[config.mk]
export PLATFORM = sky130hd
export DESIGN_NAME = serial_addsub
export DESIGN_NICKNAME = d
export VERILOG_FILES = /design/src/rtl/addsub_pkg.sv /design/src/rtl/serial_addsub_fa_bit.sv /design/src/rtl/serial_addsub.sv
export SDC_FILE = /design/constraint.sdc
export NUM_CORES = 1
export LEC_CHECK = 0
export ABC_AREA = 1
export CAP_MARGIN = 0
export CORE_ASPECT_RATIO = 1.25
export CORE_MARGIN = 2
export CORE_UTILIZATION = 48
export DETAILED_ROUTE_END_ITERATION = 7
export HOLD_SLACK_MARGIN = 0.12
export PLACE_DENSITY = 0.81
export SYNTH_ARGS = -nofsm -noshare
export SYNTH_HDL_FRONTEND = slang
export SYNTH_SLANG_ARGS = --single-unit
[constraint.sdc]
create_clock -name clk -period 1.6 [get_ports clk]
set_clock_uncertainty 0.15 [all_clocks]
set_input_delay 0.48 -clock clk [delete_from_list [all_inputs] [get_ports clk]]
set_output_delay 0.48 -clock clk [all_outputs]
set_load 0.03 [all_outputs]
[src/rtl/addsub_pkg.sv]
// Shared types for the bit-serial adder/subtractor: control states and mode encodings.
package addsub_pkg;

  typedef enum logic [1:0] {
    IDLE = 2'd0,
    RUN  = 2'd1,
    DONE = 2'd2
  } addsub_state_t;

  localparam logic ADD = 1'b0;
  localparam logic SUB = 1'b1;

endpackage

[src/rtl/serial_addsub_fa_bit.sv]
// Single combinational full-adder cell shared by every bit position of the serial datapath.
module fa_bit (
  input  logic x,
  input  logic y,
  input  logic cin,
  output logic s,
  output logic cout
);

  assign s    = x ^ y ^ cin;
  assign cout = (x & y) | (x & cin) | (y & cin);

endmodule

[src/rtl/serial_addsub.sv]
// Bit-serial unsigned add/sub, one bit per clock, start/done handshake.
// Optional signed-overflow flag built only when SIGNED_OVF_EN is defined.
//
// Handshake: start is accepted on a rising edge while in IDLE or DONE and ignored in RUN;
// done pulses for one cycle exactly WIDTH cycles after acceptance, with result/ovf valid
// from then on and held until the next completion or reset.
module serial_addsub
  import addsub_pkg::*;
#(
  parameter int WIDTH = 4,
  parameter int CNT_W = $clog2(WIDTH)
) (
  input  logic               clk,
  input  logic               rst,
  input  logic               start,
  input  logic [WIDTH-1:0]   a,
  input  logic [WIDTH-1:0]   b,
  input  logic               s,
  output logic               busy,
  output logic               done,
  output logic [WIDTH:0]     result,
  output logic               ovf,
  output addsub_state_t      dbg_state
);

  addsub_state_t state_q, state_d;
  logic [CNT_W-1:0] cnt_q;
  logic [WIDTH-1:0] a_q, b_q;
  logic [WIDTH-2:0] acc_q;
  logic             carry_q;
  logic             mode_q;
  logic [WIDTH:0]   result_q;
  logic             fa_s, fa_c;
  logic             accept, last;

  fa_bit u_fa (
    .x    (a_q[0]),
    .y    (b_q[0]),
    .cin  (carry_q),
    .s    (fa_s),
    .cout (fa_c)
  );

  assign accept = start && (state_q == IDLE || state_q == DONE);
  assign last   = (state_q == RUN) && (cnt_q == CNT_W'(WIDTH - 1));

  always_comb begin
    state_d = state_q;
    case (state_q)
      IDLE:    if (start) state_d = RUN;
      RUN:     if (last) state_d = DONE;
      DONE:    state_d = start ? RUN : IDLE;
      default: state_d = IDLE;
    endcase
  end

  always_ff @(posedge clk) begin
    if (rst) begin
      state_q  <= IDLE;
      cnt_q    <= '0;
      a_q      <= '0;
      b_q      <= '0;
      acc_q    <= '0;
      carry_q  <= 1'b0;
      mode_q   <= ADD;
      result_q <= '0;
    end else begin
      state_q <= state_d;
      if (accept) begin
        // Subtraction is A + ~B + 1: B goes in inverted and the +1 rides in the carry.
        a_q     <= a;
        b_q     <= s ? ~b : b;
        carry_q <= s;
        mode_q  <= s;
        cnt_q   <= '0;
      end else if (state_q == RUN) begin
        a_q     <= a_q >> 1;
        b_q     <= b_q >> 1;
        carry_q <= fa_c;
        cnt_q   <= cnt_q + 1'b1;
        acc_q   <= {fa_s, acc_q} >> 1;
        if (last) begin
          // Carry out of A + ~B + 1 is the inverse of the borrow.
          result_q <= {(mode_q == SUB) ? ~fa_c : fa_c, fa_s, acc_q};
        end
      end
    end
  end

`ifdef SIGNED_OVF_EN
  logic ovf_q;

  // carry_q still holds the carry into the MSB on the final bit.
  always_ff @(posedge clk) begin
    if (rst) begin
      ovf_q <= 1'b0;
    end else if (last) begin
      ovf_q <= carry_q ^ fa_c;
    end
  end

  assign ovf = ovf_q;
`else
  assign ovf = 1'b0;
`endif

  assign busy      = (state_q == RUN);
  assign done      = (state_q == DONE);
  assign result    = result_q;
  assign dbg_state = state_q;

endmodule

== Word level (Yosys, flattened, before mapping) ==
Index checks and enable logic that the tools add are counted.

* Flip-flop bits (word level): 22
* Latch bits: 0
* RAM bits: 0
* Bits in read-only memories: 0
* Logic and storage cells: 45
* Memories kept: 0

* Add/subtract/negate cells: 1
* Multipliers: 0
* Div/mod/pow operators: 0
* Order comparisons: 0
* Eq/ne operators: 5
* Shift operators: 0
* Multiplexer cells: 12
* Bitwise gates (word level): 10
* Reductions and logical operators: 9

{| class="wikitable"
|+ Operators by type and width
! operator !! number
|-
| $mux 4 || 5
|-
| $pmux 2 s3 || 1
|-
| $eq 2x2->1 const B || 2
|-
| $mux 1 || 4
|-
| $mux 2 || 2
|-
| $not 4->4 || 1
|-
| $reduce_and 2->1 || 2
|-
| $and 1x1->1 || 3
|-
| $reduce_and 3->1 || 1
|-
| $add 2x1->2 const B || 1
|-
| $eq 2x1->1 const B || 1
|-
| $logic_and 1x1->1 || 2
|-
| $logic_not 2->1 || 1
|-
| $ne 2x1->1 const B || 1
|-
| $ne 2x2->1 const B || 1
|-
| $not 1->1 || 2
|-
| $or 1x1->1 || 2
|-
| $reduce_bool 2->1 || 1
|-
| $reduce_or 2->1 || 1
|-
| $xor 1x1->1 || 2
|-
| $logic_or 1x1->1 || 1
|}

== Longest topological paths before layout ==
* Depth in word-level cells: 5
* Mapped depth: 7
* Depth with buffers taken out: 7

== Cells and area by module ==
Synthesis repeated with hierarchy kept, for this count alone.

* Cells, all modules: 151
* Area total of the unflattened synthesis: 1098.6 um^2

{| class="wikitable"
|+ Modules (own cells, without submodules)
! module !! instances !! cells each !! area an instance (um^2)
|-
| serial_addsub || 1 || 150 || 1078.5
|-
| fa_bit || 1 || 1 || 20.0
|}

== Worst setup path before layout ==
OpenSTA, ideal clock, no wires.

* Path type: register -> output
* From: register state_q[1] (netlist: dbg_state[1])
* To: output done
* Arrival time: 1120 ps
* Slack: -150 ps
* Stages on the path, launching flop included: 3
* Path buffers: 0
* Cell sequence: dfxtp_1 > inv_1 > nor2_1

* Word-level cells in the longest chain between the ends: 1

{| class="wikitable"
|+ Ends and longest elaborated chain
! item !! RTL line !! text
|-
| from (decl) || serial_addsub.sv:26 || <nowiki>addsub_state_t state_q, state_d;</nowiki>
|-
| from (signal assigned) || serial_addsub.sv:68 || <nowiki>state_q <= state_d;</nowiki>
|-
| $eq 2x2->1 || serial_addsub.sv:108 || <nowiki>assign done = (state_q == DONE);</nowiki>
|-
| to (decl) || serial_addsub.sv:20 || <nowiki>output logic done,</nowiki>
|}

Every way passes these cells.

== Worst setup path after layout ==
Same ends and word-level chain as after synthesis.

==> metrics.yaml <==
p_clk_share_pct: 34.8
switching_power_w: 0.0003114
synthesis.area_sq_um: 992.2
crit_chain: "inv_4 -> nor2_2 -> buf_6"
critPathArrivalTime_ns: 0.98
synthMostInstantiatedCell: "nand2_1"
postCtsHoldBufs: 0
synth_top_cell_area_share_pct: 44.39
p_leak_nw: 0.6385
gp_congestion: 0.8426
diodes: 0
fmax_ghz: 0.6225
intPower_w: 0.0009305
synth_top_cell_by_area: "dfxtp_1"
grt_pass1_wl_microns: 3553
vdd_drop_max_mv: 0.5703
fin_crit_sh_pct: 100.4
setup_ws_ns: -0.006494
whs_endpoint: "b_q[3]$_SDFFE_PP0P_"
r2r_start: "carry_q$_SDFFE_PP0P_"
r2r_cells: 3
drtIter0Drc: 15
synth_flop_cell: "dfxtp_1"
h-tree-depth: 1
grt-ovfl-total: 0
min-delay-start: "b_q[3]$_SDFFE_PP0P_"
setup_tns_ns: -0.006494
path_clk_slew_ns: 0.13
pwr-share-seq_pct: 48.4
drc: 0
max_stage_delay_ns: 0.40
die_w_microns: 44.67
status: "finished, violations left"
vias: 927
violations: "setup timing"
setup-violations-final: 1
area_growth_pct: 32.66
initial_core_util_pct: 50.64
cp_slowest_cell: "dfxtp_4"
die_area_sq_um: 2449
min_path_cells: 2
yosys_warnings: 0
holdWs_ns: 0.3255
portBuffers: 20
comb_power_share_pct: 16.8
ys_types: 22
instances_no_fill: 188
async_reset_ff_share_pct: 0
critical_path_required_ns: 0.97
wl_per_cell_microns: 10.54
numClockSinks: 22
firstDrtPassIters: 4
rrSetupSlack_ns: 0.18
avgSynthCellArea_sq_um: 7.190
cts_tree: "built"
antenna_found_initial: 0
drtAntennaViolNets: 0
p_per_area_nw_per_um2: 943.6
yosysSeqAreaShare_pct: 44.39
cp-start-kind: "register"
hold_path_class: "register to register"
ys_top_cells_by_count: "nand2_1 (31), nor2_1 (24), dfxtp_1 (22), inv_1 (15), o21ai_0 (12)"
cp_max_fo: 3
avgViaCountPerCell: 4.931
place_ws_ns: -0.1861
cts_buffer_depth: 2
rsz0062_at_grt: "true"
cts-root-buf: "clkbuf_4"
period_needed_ns: 1.606
groute.usage.overall_pct: 20.43
dp_hpwl_microns: 1479
rows: 18
grt_max_degree: 15
endpoint_kind: "output port"
routed_wl_microns: 1982
grt_pass1_vias: 922
pin_count: 22
ys_seq_elements: 22
max_cap_violations: 0
finalMaxSlewViolations: 0
swShare_pct: 25.07
synthesis.nets: 152
netlist_top_cells_area: "dfxtp_1 (44%), nand2_1 (12%), nor2_1 (9.1%)"
hold_violations: 0
core_sq_um: 1959
r2r_end: "acc_q[2]$_SDFFE_PP0P_"
netlist_instances: 138
drive_above_1_share_pct: 21.43
nets: 183
clk_latency_ns: 0.32
place_inst: 181
cts_buffers: 3
critical_path_class: "register to output port"
fp.dieH_microns: 54.83
synth_edf_count: 0
-- cells in the final DEF (no fill, tap or decap), types with 2 or more instances in the layout --
| cell type | netlist | layout |
|---|---|---|
| a21oi_1 | 9 | 9 |
| buf_4 | 1 | 17 |
| buf_6 | 1 | 2 |
| clkbuf_4 | 0 | 3 |
| clkdlybuf4s50_1 | 0 | 11 |
| dfxtp_1 | 22 | 20 |
| dfxtp_4 | 0 | 2 |
| inv_1 | 15 | 14 |
| inv_4 | 0 | 2 |
| nand2_1 | 31 | 31 |
| nand2_2 | 2 | 2 |
| nand3_1 | 6 | 6 |
| nor2_1 | 24 | 23 |
| nor2_2 | 1 | 2 |
| nor2_4 | 2 | 2 |
| o21ai_0 | 12 | 12 |
| xor2_1 | 2 | 2 |
-- metal layers --
layer | track usage, % | vias up | part of all wire (%)
li1 | - | 483 | -
met1 | 20.85 | 416 | 43
met2 | 37.92 | 23 | 50
met3 | 4.290 | 5 | 4.3
met4 | 11.62 | 0 | 2.3
met5 | 0 | - | 0
-- logic make-up (layout without fill, tap and decap cells) --
| family | Yosys count | count (layout) | share of synthesized area, % |
|---|---|---|---|
| compound gates | 21 | 21 | 10.59 |
| flops | 22 | 22 | 44.39 |
| other cells | 1 | 1 | 0.3779 |
| xor+xnor | 2 | 2 | 1.766 |
| fa+ha+maj | 2 | 2 | 3.279 |
| buf+inv | 21 | 51 | 9.331 |
| simple gates | 69 | 69 | 30.27 |
-- worst max path at each step --
stage | start | to | depth (start not counted)
after global placement | start | carry_q$_SDFFE_PP0P_ | 8
after detailed placement | start | carry_q$_SDFFE_PP0P_ | 8
after global routing | dbg_state[1]$_SDFFE_PP0P_ | done | 3
after floorplan | dbg_state[1]$_SDFFE_PP0P_ | done | 2
final | dbg_state[1]$_SDFFE_PP0P_ | done | 3
after CTS | dbg_state[0]$_SDFFE_PP0P_ | busy | 3
-- repair_timing --
item                                    4_1_cts  5_1_grt
gates resized for setup                       6        2
buffers inserted                              2        1
endpoints found under the setup margin        2        2
-- power by group through the flow --
stage	combinational, W	sequential, W	clock (W)
after global routing	0.000240	0.000605	0.000458
after floorplan	0.000121	0.000615	0
after detailed placement	0.000194	0.000616	0
after CTS	0.000206	0.000604	0.000431
after global placement	0.000189	0.000615	0
final	0.000209	0.000601	0.000432
-- worst max-delay path: cells and delay by family, from the launching register on --
family | cells | cell delay (ns)
AND/OR/NAND/NOR | 1 | 0.08
flip-flops | 1 | 0.40
buffers and inverters | 2 | 0.17
-- flip-flops by register name (all words and copies together) (netlist names) --
name and count:
result 5, a_q 4, b_q 4, acc_q 3, carry_q 1, mode_q 1
cnt_q 2, dbg_state 2
-- cell type report --
type | instances | area (sq um)
fill | 173 | 643.1
sequential | 22 | 447.9
multi-input combinational | 95 | 461.7
tap | 20 | 25.02
clock inverter | 1 | 30.03
clock buffer | 3 | 22.52
inverter | 17 | 68.82
timing repair buffer | 30 | 260.3
-- per-stage QoR --
| step | total power [W] | area (sq um) | util (%) |
|---|---|---|---|
| CTS | 0.001240 | 1304 | 66.54 |
| global route | 0.001302 | 1316 | 67.18 |
| global placement | 0.0008040 | 1222 | 62.39 |
| floorplan | 0.0007360 | 996.0 | - |
| finish | 0.001242 | 1316 | 67.18 |
| detailed placement | 0.0008102 | 1222 | 62.39 |
Note: power is estimated with default switching activity, not from simulation.
